===== src/rtl/conv_pe_pkg.sv =====
// Shared opcodes, FSM encoding and default widths for the conv PE MAC custom instruction.
// Latency: n/a (package only).
// Backpressure: n/a (package only).
package conv_pe_pkg;

  localparam int DEF_DATA_W = 8;
  localparam int DEF_LANES  = 4;
  localparam int DEF_ACC_W  = 32;

  localparam logic [1:0] OP_CLR   = 2'd0;
  localparam logic [1:0] OP_MAC   = 2'd1;
  localparam logic [1:0] OP_FLUSH = 2'd2;
  localparam logic [1:0] OP_READ  = 2'd3;

  typedef enum logic [2:0] {
    ST_IDLE = 3'd0,
    ST_MUL  = 3'd1,
    ST_ACC  = 3'd2,
    ST_PUSH = 3'd3,
    ST_DONE = 3'd4
  } state_t;

endpackage


===== src/rtl/conv_pe_mac_instruction_if.sv =====
// Custom-instruction bus plus the downstream FIFO push port of the conv PE.
// Latency: n/a (wiring only).
// Backpressure: fifo_full from the FIFO side stalls the PE's push.
interface conv_pe_mac_instruction_if;
  import conv_pe_pkg::*;

  logic                              clk_en;
  logic                              start;
  logic [1:0]                        n;
  logic [DEF_DATA_W*DEF_LANES-1:0]   dataa;
  logic [DEF_DATA_W*DEF_LANES-1:0]   datab;
  logic                              done;
  logic [DEF_ACC_W-1:0]              result;
  logic                              fifo_push;
  logic [DEF_ACC_W-1:0]              fifo_data;
  logic                              fifo_full;

  // master is the CPU + FIFO environment, slave is the processing element
  modport master (
    output clk_en, start, n, dataa, datab, fifo_full,
    input  done, result, fifo_push, fifo_data
  );

  modport slave (
    input  clk_en, start, n, dataa, datab, fifo_full,
    output done, result, fifo_push, fifo_data
  );

endinterface


===== src/rtl/conv_pe_dot4.sv =====
// Registered per-lane signed multiply followed by a combinational lane adder.
// Latency: 1 cycle (products registered on load), sum combinational from the product registers.
// Backpressure: none; products hold while load is low.
module conv_pe_dot4 #(
  parameter int DATA_W = 8,
  parameter int LANES  = 4,
  parameter int SUM_W  = 2 * DATA_W + $clog2(LANES)
) (
  input  logic                       clk,
  input  logic                       rst_n,
  input  logic                       load,
  input  logic [DATA_W*LANES-1:0]    a,
  input  logic [DATA_W*LANES-1:0]    b,
  output logic signed [SUM_W-1:0]    sum
);

  localparam int PROD_W = 2 * DATA_W;

  logic signed [PROD_W-1:0] prod [LANES];

  always_ff @(posedge clk or negedge rst_n) begin
    if (!rst_n) begin
      for (int i = 0; i < LANES; i++) begin
        prod[i] <= '0;
      end
    end else if (load) begin
      // operands widened first so the product keeps full signed precision
      for (int i = 0; i < LANES; i++) begin
        prod[i] <= PROD_W'($signed(a[i*DATA_W +: DATA_W])) *
                   PROD_W'($signed(b[i*DATA_W +: DATA_W]));
      end
    end
  end

  always_comb begin
    sum = '0;
    for (int i = 0; i < LANES; i++) begin
      sum = sum + SUM_W'(prod[i]);
    end
  end

endmodule


===== src/rtl/conv_pe_mac_instruction.sv =====
// Multi-cycle custom instruction: CLR / MAC (4-lane int8 dot into 32-bit acc) / FLUSH (push acc to FIFO) / READ.
// Latency: CLR/READ done +1, MAC done +3, FLUSH done +2 minimum; clk_en low freezes everything.
// Backpressure: FLUSH waits in PUSH while fifo_full=1; build with CONV_PE_SAT_EN for saturating accumulate + sat_flag.
module conv_pe_mac_instruction
  import conv_pe_pkg::*;
#(
  parameter int DATA_W = DEF_DATA_W,
  parameter int LANES  = DEF_LANES,
  parameter int ACC_W  = DEF_ACC_W
) (
  input  logic                      clk,
  input  logic                      reset,
  conv_pe_mac_instruction_if.slave  bus
`ifdef CONV_PE_SAT_EN
  ,
  output logic                      sat_flag
`endif
);

  localparam int OPND_W = DATA_W * LANES;
  localparam int SUM_W  = 2 * DATA_W + $clog2(LANES);

  state_t                   state;
  state_t                   state_nxt;
  logic [OPND_W-1:0]        a_q;
  logic [OPND_W-1:0]        b_q;
  logic [ACC_W-1:0]         acc;
  logic [ACC_W-1:0]         acc_nxt;
  logic [ACC_W-1:0]         addend;
  logic [ACC_W-1:0]         result_q;
  logic signed [SUM_W-1:0]  dot_sum;
  logic                     start_ok;
  logic                     push_fire;
  logic                     mul_load;
  logic                     done;

  assign start_ok  = bus.clk_en && bus.start && (state == ST_IDLE);
  assign push_fire = bus.clk_en && (state == ST_PUSH) && !bus.fifo_full;
  assign mul_load  = bus.clk_en && (state == ST_MUL);

  conv_pe_dot4 #(
    .DATA_W (DATA_W),
    .LANES  (LANES),
    .SUM_W  (SUM_W)
  ) u_dot4 (
    .clk   (clk),
    .rst_n (reset),
    .load  (mul_load),
    .a     (a_q),
    .b     (b_q),
    .sum   (dot_sum)
  );

  always_ff @(posedge clk or negedge reset) begin
    if (!reset) begin
      state <= ST_IDLE;
    end else if (bus.clk_en) begin
      state <= state_nxt;
    end
  end

  always_comb begin
    state_nxt = state;
    done      = 1'b0;
    case (state)
      ST_IDLE: begin
        if (bus.start) begin
          case (bus.n)
            OP_MAC:   state_nxt = ST_MUL;
            OP_FLUSH: state_nxt = ST_PUSH;
            default:  state_nxt = ST_DONE;
          endcase
        end
      end
      ST_MUL:  state_nxt = ST_ACC;
      ST_ACC:  state_nxt = ST_DONE;
      ST_PUSH: begin
        if (!bus.fifo_full) begin
          state_nxt = ST_DONE;
        end
      end
      ST_DONE: begin
        done      = 1'b1;
        state_nxt = ST_IDLE;
      end
      default: state_nxt = ST_IDLE;
    endcase
  end

  assign addend = ACC_W'(dot_sum);

`ifdef CONV_PE_SAT_EN
  logic [ACC_W-1:0] sum_wrap;
  logic             ovf;
  logic             sat_q;

  // overflow only when both operands share a sign the wrapped sum lost
  always_comb begin
    sum_wrap = acc + addend;
    ovf      = (acc[ACC_W-1] == addend[ACC_W-1]) && (sum_wrap[ACC_W-1] != acc[ACC_W-1]);
    acc_nxt  = sum_wrap;
    if (ovf) begin
      acc_nxt = acc[ACC_W-1] ? {1'b1, {(ACC_W-1){1'b0}}} : {1'b0, {(ACC_W-1){1'b1}}};
    end
  end

  always_ff @(posedge clk or negedge reset) begin
    if (!reset) begin
      sat_q <= 1'b0;
    end else if (bus.clk_en) begin
      if ((start_ok && (bus.n == OP_CLR)) || push_fire) begin
        sat_q <= 1'b0;
      end else if ((state == ST_ACC) && ovf) begin
        sat_q <= 1'b1;
      end
    end
  end

  assign sat_flag = sat_q;
`else
  assign acc_nxt = acc + addend;
`endif

  always_ff @(posedge clk or negedge reset) begin
    if (!reset) begin
      a_q      <= '0;
      b_q      <= '0;
      acc      <= '0;
      result_q <= '0;
    end else if (bus.clk_en) begin
      if (start_ok) begin
        a_q <= bus.dataa;
        b_q <= bus.datab;
        if (bus.n == OP_CLR) begin
          acc      <= '0;
          result_q <= '0;
        end
        if (bus.n == OP_READ) begin
          result_q <= acc;
        end
      end
      if (state == ST_ACC) begin
        acc      <= acc_nxt;
        result_q <= acc_nxt;
      end
      if (push_fire) begin
        result_q <= acc;
        acc      <= '0;
      end
    end
  end

  assign bus.done      = done;
  assign bus.result    = result_q;
  assign bus.fifo_push = push_fire;
  assign bus.fifo_data = acc;

endmodule

===== src/flat_wrapper.sv =====
// flat-port wrapper written by rule: the top's interface ports become plain ports
module conv_pe_mac_instruction_flat import conv_pe_pkg::*;
#(
  parameter int DATA_W = DEF_DATA_W,
  parameter int LANES  = DEF_LANES,
  parameter int ACC_W  = DEF_ACC_W
)
  (clk, reset, bus_clk_en, bus_start, bus_n, bus_dataa, bus_datab, bus_fifo_full, bus_done, bus_result, bus_fifo_push, bus_fifo_data);
  conv_pe_mac_instruction_if bus_i ();
  input  logic clk;
  input  logic reset;
  input wire logic [$bits(bus_i.clk_en)-1:0] bus_clk_en;
  input wire logic [$bits(bus_i.start)-1:0] bus_start;
  input wire logic [$bits(bus_i.n)-1:0] bus_n;
  input wire logic [$bits(bus_i.dataa)-1:0] bus_dataa;
  input wire logic [$bits(bus_i.datab)-1:0] bus_datab;
  input wire logic [$bits(bus_i.fifo_full)-1:0] bus_fifo_full;
  output wire logic [$bits(bus_i.done)-1:0] bus_done;
  output wire logic [$bits(bus_i.result)-1:0] bus_result;
  output wire logic [$bits(bus_i.fifo_push)-1:0] bus_fifo_push;
  output wire logic [$bits(bus_i.fifo_data)-1:0] bus_fifo_data;
  assign bus_i.clk_en = bus_clk_en;
  assign bus_i.start = bus_start;
  assign bus_i.n = bus_n;
  assign bus_i.dataa = bus_dataa;
  assign bus_i.datab = bus_datab;
  assign bus_i.fifo_full = bus_fifo_full;
  assign bus_done = bus_i.done;
  assign bus_result = bus_i.result;
  assign bus_fifo_push = bus_i.fifo_push;
  assign bus_fifo_data = bus_i.fifo_data;
  conv_pe_mac_instruction #(.DATA_W(DATA_W), .LANES(LANES), .ACC_W(ACC_W)) u_core (.clk(clk), .reset(reset), .bus(bus_i));
endmodule

===== config.mk =====
export PLATFORM = sky130hd
export DESIGN_NAME = conv_pe_mac_instruction_flat
export DESIGN_NICKNAME = d
export VERILOG_FILES = /design/src/rtl/conv_pe_pkg.sv /design/src/rtl/conv_pe_mac_instruction_if.sv /design/src/rtl/conv_pe_dot4.sv /design/src/rtl/conv_pe_mac_instruction.sv /design/src/flat_wrapper.sv
export SDC_FILE = /design/constraint.sdc
export NUM_CORES = 1
export LEC_CHECK = 0
export CAP_MARGIN = 20
export CORE_MARGIN = 10
export CORE_UTILIZATION = 45
export DETAILED_ROUTE_END_ITERATION = 6
export PLACE_DENSITY = 0.68
export SLEW_MARGIN = 15
export SYNTH_ARGS = -nofsm -noshare
export SYNTH_HDL_FRONTEND = slang
export SYNTH_HIERARCHICAL = 1
export SYNTH_SLANG_ARGS = --single-unit

===== constraint.sdc =====
create_clock -name clk -period 16.99 [get_ports clk]
set_clock_uncertainty 0.2 [all_clocks]
set_input_delay 3.398 -clock clk [delete_from_list [all_inputs] [get_ports clk]]
set_output_delay 3.398 -clock clk [all_outputs]
set_load 0.05 [all_outputs]

# Word level (Yosys, flattened, before mapping)
# Index checks and enable logic that the tools add are counted.
# word_totals
output_inout_bits,66
word_cells,54
input_bits,71
reg_bits,195
# op_classes
n_mux,13
n_addsub,4
n_reduce_logical,15
mul,4
eq_ne,9
# op_table
cell,n
2-to-1 mux 32 bit,8
multiplier 8 x 8 -> 16 bit,4
adder 32 bit,1
adder 17 x 16 -> 18 bit,1
adder 18 x 16 -> 18 bit,1
adder 16 x 16 -> 17 bit,1
one-hot mux 3 bit (4 select lines),1
AND reduction 3 bit,3
"equality test 3 x 2 -> 1 bit, second input constant",2
2-to-1 mux 3 bit,2
one-hot mux 3 bit (2 select lines),1
nonzero test 3 bit,2
logical AND 1 bit,5
"equality test 2 bit, second input constant",2
"!= test 2 bit, second input constant",2
nonzero test 4 bit,1
"equality test 3 x 1 -> 1 bit, second input constant",1
"equality test 3 bit, second input constant",1
zero test 3 bit,1
"equality test 2 x 1 -> 1 bit, second input constant",1
zero test 2 bit,1
AND reduction 2 bit,1
zero test 1 bit,1
2-to-1 mux 1 bit,1

# Depth between registers and ports, before layout
# Gate-level depths: netlist (run 1).
# logic_depth
ltp_word,6
mapped_depth,22
depth_no_buf,21

# Cells and area by module
# Netlist (run 1), hierarchy kept.
# by_module_without_submodules
mod,area_each_um2,cells_each,n_inst,seq_area_each_um2
conv_pe_dot4,13808.2,1421,1,1601.5
conv_pe_mac_instruction,6869.1,800,1,3278.1

# Least setup slack after synthesis (run 1)
# No wires, ideal clock.
# synth_timing
path_kind,input to output
startpoint,input port bus_clk_en
endpoint,output port bus_fifo_push
slack_ns,8.737
n_path_buf,0
path_stages,2
arrival_ns,4.655
t_required_ns,13.392
path_cell_list,nand2_1 -> nor3_1
# synth_between
elab_chain_cells,2
# synth_lines
item,line_no,rtl
start: declaration,flat_wrapper.sv:12,input wire logic [$bits(bus_i.clk_en)-1:0] bus_clk_en;
logical AND 1 bit (2 in a row),conv_pe_mac_instruction.sv:38,assign push_fire = bus.clk_en && (state == ST_PUSH) && !bus.fifo_full;
end: declaration,flat_wrapper.sv:20,output wire logic [$bits(bus_i.fifo_push)-1:0] bus_fifo_push;
# No other way between the ends.

# Worst setup path in the final report (run 1)
# Same ends and word-level chain as after synthesis.

==> results of run 1 <==
final timing paths:
| check | slack (ps) | startpoint | endpoint |
|---|---|---|---|
| hold reg to reg | 290 | u_core/bus.result[2] | u_core/bus.result[2] |
| hold / removal | 290 | u_core/bus.result[2] | u_core/bus.result[2] |
| max in group asynchronous | 12590 | reset | u_core/b_q[13] |
| setup / recovery | 8090 | bus_clk_en | bus_fifo_push |
| min in group asynchronous | 2690 | reset | u_core/bus.fifo_data[29] |
| setup reg to reg | 10790 | u_core/u_dot4/prod[1] | u_core/bus.fifo_data[28] |
synth_stat cells (9+ instances only):
library cell  instances  area [µm²]
dfrtp_1             195        4880
o21a_1               12        90.1
nand2b_1             16         100
nand3_1              14        70.1
nor2_1               75         282
a211oi_1             11        82.6
o211ai_1             13        97.6
nand2_1             358        1340
clkbuf_1             35         131
nor2b_1              31         194
a31oi_1              40         250
and2_1              176        1100
a21o_1               33         248
mux2_2               53         597
inv_1               356        1340
xor2_1               26         228
o21ai_0              61         305
ha_1                167        2090
a21oi_1              84         420
xnor2_1              74         648
fa_1                254        5080
buf_1                 9        33.8
metal layers:
metal / part of all wire [%] / track usage, % / wire, µm / vias to the layer above
met5: 0 / 0 / 0 / -
met4: 1.5 / 4.79 / 698 / 0
met3: 3.8 / 2.78 / 1760 / 40
met2: 48 / 29.7 / 22500 / 254
met1: 46 / 23.1 / 21600 / 7557
li1: - / - / - / 7296
cell families (layout without fill, tap and decap cells):
group           after synthesis  count (layout)  synth area share [%]
buf+inv                     406             531                  7.41
mux                          61              61                  3.27
xor+xnor                    100             100                  4.24
compound gates              322             322                  10.3
flops                       195             195                  23.6
simple gates                716             716                  16.5
fa+ha+maj                   421             421                  34.7
through the flow:
step | hold slack, ps | utilization (%) | setup slack (ps)
final | 286 | 51.3 | 8090
after global routing | 310 | 51.3 | 7960
after CTS | 292 | 51.2 | 8080
after detailed placement | 274 | 50.0 | 8070
after global placement | 268 | 50.0 | 8120
after floorplan | 302 | - | 8740
flip-flops by register name, summed over array words and instances (netlist names):
signal / cells
u_core/u_dot4/prod: 64
u_core/bus.fifo_data: 32
u_core/a_q: 32
u_core/state: 3
u_core/bus.result: 32
u_core/b_q: 32
layout make-up:
| type | count | area share [%] |
|---|---|---|
| clock inverters | 15 | 0.667 |
| well taps | 600 | 3.23 |
| clock buffers | 17 | 1.83 |
| inverters | 356 | 5.75 |
| flip-flops and latches | 195 | 21.0 |
| multi-input cells | 1620 | 61.5 |
| repair buffers | 143 | 6.09 |
worst min-delay path: cells and delay by family, from the launching register on:
family	cells	cell delay [ps]
and+or+nand+nor	1	50
AOI/OAI and AO/OA	1	60
DFF	1	350
==> results.py, run 1 <==
metrics = {
    "global_routing": {
        "gr-total-overflow": 0,
        "antenna_found_initial": 0,
        "grt_max_degree": 86,
        "first_global_vias": 15866,
        "grtUsageTotal_pct": 17.6,
        "grt_pass1_wl_mm": 78.5,
    },
    "route": {
        "num_vias": 15147,
        "via_per_inst": 5.14,
        "detail_route.wl_per_cell_um": 15.8,
        "wl_mm": 46.5,
        "drtIter0Drc": 813,
        "drtAntennaViolNets": 0,
        "firstDrtPassIters": 6,
        "route.detailed.drc": 0,
    },
    "cts": {
        "numCtsBuffers": 17,
        "cts_resized": 0,
        "root_buffer": "clkbuf_16",
        "clk_latency_ps": 490,
        "clockBufferDepth": 2,
        "cts_hold_buf": 0,
        "cts_sinks": 195,
        "cts_setup_buffers": 0,
        "htree_num_levels": 4,
        "path_clk_slew_ps": 80,
        "cts_tree": "done",
    },
    "finish": {
        "layout-drive-gt1-share_pct": 5.54,
        "stdcell_count": 2946,
        "layout_common_cells": "nand2_1, inv_1, fa_1",
        "n_fill_cell": 4137,
        "regArea_mm2": 0.00488,
        "multi_input_area_mm2": 0.0143,
        "fin_nets": 2825,
        "syn_to_final_growth_pct": 12.5,
        "final_common_cell": "nand2_1",
        "final_area_mm2": 0.0233,
        "num_antenna_cells": 0,
    },
    "placement": {
        "io_buffers": 136,
        "place_inst": 2914,
        "dp_hpwl_mm": 37.7,
        "dpl_cell_area_mm2": 0.0227,
        "routabilityCongestion": 0.867,
    },
    "outcome": {
        "status": "finished, final reports clean",
    },
    "logic_synthesis": {
        "synthesis.nets": 2713,
        "synth_cells": 2221,
        "synthFlopType": "dfrtp_1",
        "synth_cell_type_count": 69,
        "synth_area_mm2": 0.0207,
        "avgSynthCellArea_um2": 9.31,
        "synth-async-reset-ratio_pct": 100,
        "synth_edf_count": 0,
        "synth_seq_area_share_pct": 23.6,
        "synth_seq_cells": 195,
        "yosysWarnings": 6,
    },
    "timing": {
        "fin_crit_ps": 8900,
        "final_hold_viol_count": 0,
        "rsz0062_at_grt": "no",
        "worst_pin_slew_ps": 1060,
        "maxSlewViolCount": 0,
        "setup_violations": 0,
        "fmax_ghz": 0.112,
        "fin_setup_tns_ps": 0,
        "finalCritPeriodShare_pct": 52.4,
        "slew_headroom_pct": 29.6,
    },
    "worst_hold_path": {
        "hp-class": "register to register",
        "holdPathStages": 2,
    },
    "critical_path": {
        "setup.worst_path.start_class": "primary input",
        "cpPeakStageDelay_ps": 890,
        "required_ps": 13390,
        "path_class": "primary input to output port",
        "cp.depth": 4,
        "path_max_fanout": 5,
        "crit_path_top_delay_cell": "clkdlybuf4s50_1",
        "crit_arrival_ps": 5300,
        "path_common_cell": "clkdlybuf4s50_1",
        "crit_path_end_kind": "output port",
        "critPathTopFamily": "buffers and inverters",
        "path_buf_inv": 2,
        "path_cells": "clkdlybuf4s50_1, nand2_1, nor3_1, clkdlybuf4s50_1",
        "ff2ff_path_depth": 21,
    },
    "die": {
        "placementRows": 78,
        "core-area_mm2": 0.0454,
        "die_w_um": 234,
        "io_pins": 137,
        "fp.dieH_um": 234,
        "initial_utilization_pct": 45.6,
        "dieArea_mm2": 0.0549,
    },
    "job": {
        "max_cap_violations": 0,
    },
}
Power of run 1 is left out: the tool's default activity adds up to more than one toggle a clock period on the data nets, which glitch-free logic cannot reach.
==> run 2: changes to the inputs <==
PLACE_DENSITY = 0.71   (was 0.68)
clock period = 7.8 ns   (was 16.99 ns; I/O delays follow)
==> run 2 against run 1 <==
Die area unchanged. Register-to-register slack got worse by 9100 ps. Critical path depth increased by 17. Via count increased by 1.4%. Largest cell class unchanged.
==> results.py, run 2 (synthesized netlist as in run 1, its figures left out) <==
metrics = {
    "cts": {
        "root_buffer": "clkbuf_16",
        "numCtsBuffers": 17,
        "cts_tree": "done",
        "path_clk_slew_ps": 80,
        "htree_num_levels": 4,
        "cts_setup_buffers": 0,
        "cts_hold_buf": 0,
        "clockBufferDepth": 2,
        "cts_sinks": 195,
        "cts_resized": 0,
        "clk_latency_ps": 460,
    },
    "critical_path": {
        "crit_arrival_ps": 6270,
        "critPathLaunch": "u_core/u_dot4/prod[1]",
        "setup.worst_path.start_class": "register",
        "required_ps": 7940,
        "path_class": "register to register",
        "ff2ff_path_depth": 21,
        "path_max_fanout": 18,
        "rrSetupSlack_ps": 1670,
        "regToRegStartpoint": "u_core/u_dot4/prod[1]",
        "crit_path_end_kind": "register",
        "r2r_end": "u_core/bus.result[28]",
        "endpoint": "u_core/bus.result[28]",
    },
    "placement": {
        "io_buffers": 136,
        "dp_hpwl_mm": 39.2,
        "routabilityCongestion": 0.891,
    },
    "finish": {
        "fin_nets": 2828,
        "largest_register_ffs": 64,
        "multi_input_area_mm2": 0.0143,
        "syn_to_final_growth_pct": 12.5,
        "num_antenna_cells": 0,
        "final_common_cell": "nand2_1",
        "n_fill_cell": 4169,
        "layout_common_cells": "nand2_1, inv_1, fa_1",
        "regArea_mm2": 0.00488,
        "largest_register": "u_core/u_dot4/prod",
        "layout-drive-gt1-share_pct": 5.54,
    },
    "timing": {
        "maxSlewViolCount": 0,
        "fin_crit_ps": 6130,
        "slew_headroom_pct": 34.5,
        "setup_violations": 0,
        "worst_pin_slew_ps": 983,
        "rsz0062_at_grt": "no",
        "fin_setup_tns_ps": 0,
        "finalCritPeriodShare_pct": 78.6,
        "timing.hold.ws_ps": 294,
        "final_hold_viol_count": 0,
        "fmax_ghz": 0.163,
    },
    "outcome": {
        "status": "finished, final reports clean",
    },
    "worst_hold_path": {
        "hp-class": "register to register",
        "hold_start": "u_core/bus.result[2]",
        "holdPathStages": 2,
    },
    "global_routing": {
        "antenna_found_initial": 0,
        "first_global_vias": 16187,
        "grtUsageTotal_pct": 18.2,
        "grt_pass1_wl_mm": 81.5,
        "grt_max_degree": 78,
        "gr-total-overflow": 0,
    },
    "route": {
        "via_per_inst": 5.21,
        "firstDrtPassIters": 5,
        "num_vias": 15358,
        "route.detailed.drc": 0,
        "wl_mm": 48.5,
        "detail_route.wl_per_cell_um": 16.5,
        "drtIter0Drc": 1057,
        "drtAntennaViolNets": 0,
    },
    "die": {
        "io_pins": 137,
        "core-area_mm2": 0.0454,
        "die_w_um": 234,
        "dieArea_mm2": 0.0549,
        "fp.dieH_um": 234,
        "initial_utilization_pct": 45.6,
        "placementRows": 78,
    },
    "job": {
        "max_cap_violations": 0,
    },
}
[run 2: cell types whose count changed in the layout (fill, tap and decap cells not counted), sizes merged]
cell | previous run | this run
buf | 7 | 10
clkbuf | 18 | 22
clkinv | 4 | 5
clkinvlp | 3 | 2
inv | 364 | 359
[run 2: cell type report]
type,instances,share of cell area [%]
clock buffer,21,2.02
multi-input combinational,1620,61.5
sequential,195,21.0
timing repair buffer,146,6.23
clock inverter,10,0.328
tap,600,3.23
inverter,356,5.75
[run 2: routing by layer]
metal | up-vias | GRT usage [%] | wire length (µm)
met5 | - | 0 | 0
met4 | 0 | 4.51 | 674
met3 | 43 | 2.39 | 2040
met2 | 327 | 31.9 | 24100
met1 | 7676 | 23.5 | 21700
li1 | 7312 | - | -
[run 2: through the flow]
stage | setup WS, ps | utilization (%) | cells | cell area [µm²]
after floorplan | 2330 | - | 2221 | 20700
after global placement | 1870 | 50.0 | 2915 | 22700
after detailed placement | 1720 | 50.0 | 2916 | 22700
after CTS | 1680 | 51.2 | 2947 | 23200
after global routing | 1330 | 51.2 | 2948 | 23300
final | 1670 | 51.2 | 2948 | 23300
[run 2: how the worst min path moves through the flow]
stage / end / slack [ps]
after floorplan: u_core/u_dot4/prod[47] / 300
final: u_core/bus.result[2] / 290
after CTS: u_core/bus.result[2] / 290
after global routing: u_core/bus.result[2] / 340
after detailed placement: u_core/bus.result[2] / 270
after global placement: u_core/bus.result[17] / 270
[run 2: worst max-delay path: stages, from the launching register on]
cell      delay [ps]
dfrtp_1          410
fa_1             560
fa_1             420
ha_1             250
inv_1             80
fa_1             200
nor2b_1           80
o31a_1           310
o311ai_2         280
nand2_1          110
o21ai_1          160
o311a_1          700
ha_1             430
a21oi_1          210
o21bai_1          90
a221o_1          290
a221o_1          360
a21oi_4          220
o21bai_4         120
a31oi_4          190
mux2i_1          250
a21oi_1           90
Power of run 2 is left out for the same reason.
==> run 3: changes to the inputs <==
PLACE_DENSITY = 0.68   (was 0.71)
clock period = 6.4 ns   (was 7.8 ns; I/O delays follow)
==> run 3 against run 2 <==
First-iteration DRC count down 30%. Critical path depth shrank 1. Core utilization about the same. Setup slack worse by 950 ps. Flip-flop and latch count unchanged. Register-to-register slack got worse by 950 ps. Hold slack got worse by 1.4 ps. Non-clock buffer count down 2. Cell count barely moved. Via count fell by 1.3%. Cell area barely moved. Maximum frequency increased by 8.0%. Largest cell class unchanged.
==> results.py, run 3 (synthesized netlist as in run 1, its figures left out) <==
metrics = {
    "timing": {
        "slew_headroom_pct": 26.8,
        "fin_setup_tns_ps": 0,
        "rsz0062_at_grt": "no",
        "fin_crit_ps": 5680,
        "setup_violations": 0,
        "finalCritPeriodShare_pct": 88.7,
        "maxSlewViolCount": 0,
        "fmax_ghz": 0.176,
        "worst_pin_slew_ps": 1100,
        "final_hold_viol_count": 0,
    },
    "critical_path": {
        "rrSetupSlack_ps": 720,
        "required_ps": 6580,
        "path_max_fanout": 5,
        "cpPeakStageDelay_ps": 560,
        "r2r_end": "u_core/bus.fifo_data[28]",
        "crit_arrival_ps": 5850,
        "crit_path_end_kind": "register",
        "path_cells": "fa_1, fa_1, ha_1, inv_1, fa_1, nor2b_1, o31a_1, o311ai_2, nand3_1, o311a_1, ha_1, nand2_1, nor2_1, a221o_1, a221o_1, a21oi_4, o21bai_4, a31oi_4, mux2i_1, o21ai_1",
        "setup.worst_path.start_class": "register",
        "critPathTopFamily": "compound AO/OA/AOI/OAI gates",
        "path_buf_inv": 1,
        "ff2ff_path_depth": 20,
        "path_class": "register to register",
        "crit_path_top_delay_cell": "fa_1",
        "path_common_cell": "fa_1",
        "regToRegStartpoint": "u_core/u_dot4/prod[1]",
    },
    "route": {
        "firstDrtPassIters": 5,
        "route.detailed.drc": 0,
        "drtAntennaViolNets": 0,
        "via_per_inst": 5.14,
        "wl_mm": 47.8,
        "drtIter0Drc": 745,
        "detail_route.wl_per_cell_um": 16.2,
        "num_vias": 15159,
    },
    "finish": {
        "num_antenna_cells": 0,
        "n_fill_cell": 4191,
        "fin_nets": 2826,
        "layout-drive-gt1-share_pct": 5.54,
        "final_common_cell": "nand2_1",
        "largest_register_ffs": 64,
        "largest_register": "u_core/u_dot4/prod",
        "layout_common_cells": "nand2_1, inv_1, fa_1",
        "syn_to_final_growth_pct": 12.5,
    },
    "die": {
        "dieArea_mm2": 0.0549,
        "core-area_mm2": 0.0454,
        "initial_utilization_pct": 45.6,
        "placementRows": 78,
        "die_w_um": 234,
        "io_pins": 137,
        "fp.dieH_um": 234,
    },
    "placement": {
        "routabilityCongestion": 0.900,
        "io_buffers": 136,
        "dp_hpwl_mm": 38.4,
    },
    "worst_hold_path": {
        "hold_start": "u_core/bus.result[2]",
        "hp-class": "register to register",
        "holdPathStages": 2,
        "min_to": "u_core/bus.result[2]",
    },
    "global_routing": {
        "grt_max_degree": 91,
        "grt_pass1_wl_mm": 80.5,
        "gr-total-overflow": 0,
        "grtUsageTotal_pct": 18.3,
        "antenna_found_initial": 1,
        "first_global_vias": 15960,
    },
    "cts": {
        "clk_latency_ps": 510,
        "path_clk_slew_ps": 80,
        "root_buffer": "clkbuf_16",
        "htree_num_levels": 4,
        "cts_hold_buf": 0,
        "cts_resized": 0,
        "numCtsBuffers": 17,
        "cts_setup_buffers": 0,
        "clockBufferDepth": 2,
        "cts_sinks": 195,
        "cts_tree": "done",
    },
    "job": {
        "max_cap_violations": 0,
    },
    "outcome": {
        "status": "finished, final reports clean",
    },
}
run 3: changes by cell type in the layout (fill, tap and decap cells not counted), moves of 2 or more:
cell and delta:
inv_8 +3, clkinv_2 -3, inv_6 +2, clkbuf_8 -3, buf_4 -2
run 3: worst min-delay path, cell delays in order, from the launching register on:
cell and delay [ps]:
dfrtp_1 350, nand2_1 50, o21ai_0 60
run 3: through the flow:
step,util [%],worst slack [ps],hold slack [ps],cells,cell area (µm²)
after floorplan,-,929,302,2221,20700
after global placement,50.0,838,273,2915,22700
after detailed placement,50.0,758,277,2915,22700
after CTS,51.3,735,295,2947,23300
after global routing,51.3,418,318,2947,23300
final,51.3,724,293,2947,23300
run 3: layout make-up:
type,count,area (µm²),area share (%)
flip-flops and latches,195,4880,21.0
inverters,356,1340,5.74
well taps,600,751,3.23
repair buffers,144,1440,6.18
multi-input cells,1620,14300,61.4
clock buffers,18,429,1.84
clock inverters,14,138,0.592
run 3: how the worst max path moves through the flow:
stage                                      from                       end  slack (ps)  cells after the start
after floorplan           u_core/u_dot4/prod[1]     u_core/bus.result[28]         930                     22
after global placement    u_core/u_dot4/prod[1]     u_core/bus.result[31]         840                     20
after detailed placement  u_core/u_dot4/prod[1]  u_core/bus.fifo_data[28]         760                     20
after CTS                 u_core/u_dot4/prod[1]  u_core/bus.fifo_data[28]         740                     20
after global routing      u_core/u_dot4/prod[1]  u_core/bus.fifo_data[28]         420                     20
final                     u_core/u_dot4/prod[1]  u_core/bus.fifo_data[28]         720                     20
run 3: layer usage:
| layer | wire length [µm] | track usage, % | vias to the layer above | share of wire (%) |
|---|---|---|---|---|
| li1 | - | - | 7313 | - |
| met1 | 22100 | 24.0 | 7542 | 46 |
| met2 | 23100 | 30.5 | 269 | 48 |
| met3 | 1970 | 3.49 | 33 | 4.1 |
| met4 | 620 | 4.55 | 2 | 1.3 |
| met5 | 11 | 0 | - | 0.023 |
Power of run 3 is left out for the same reason.
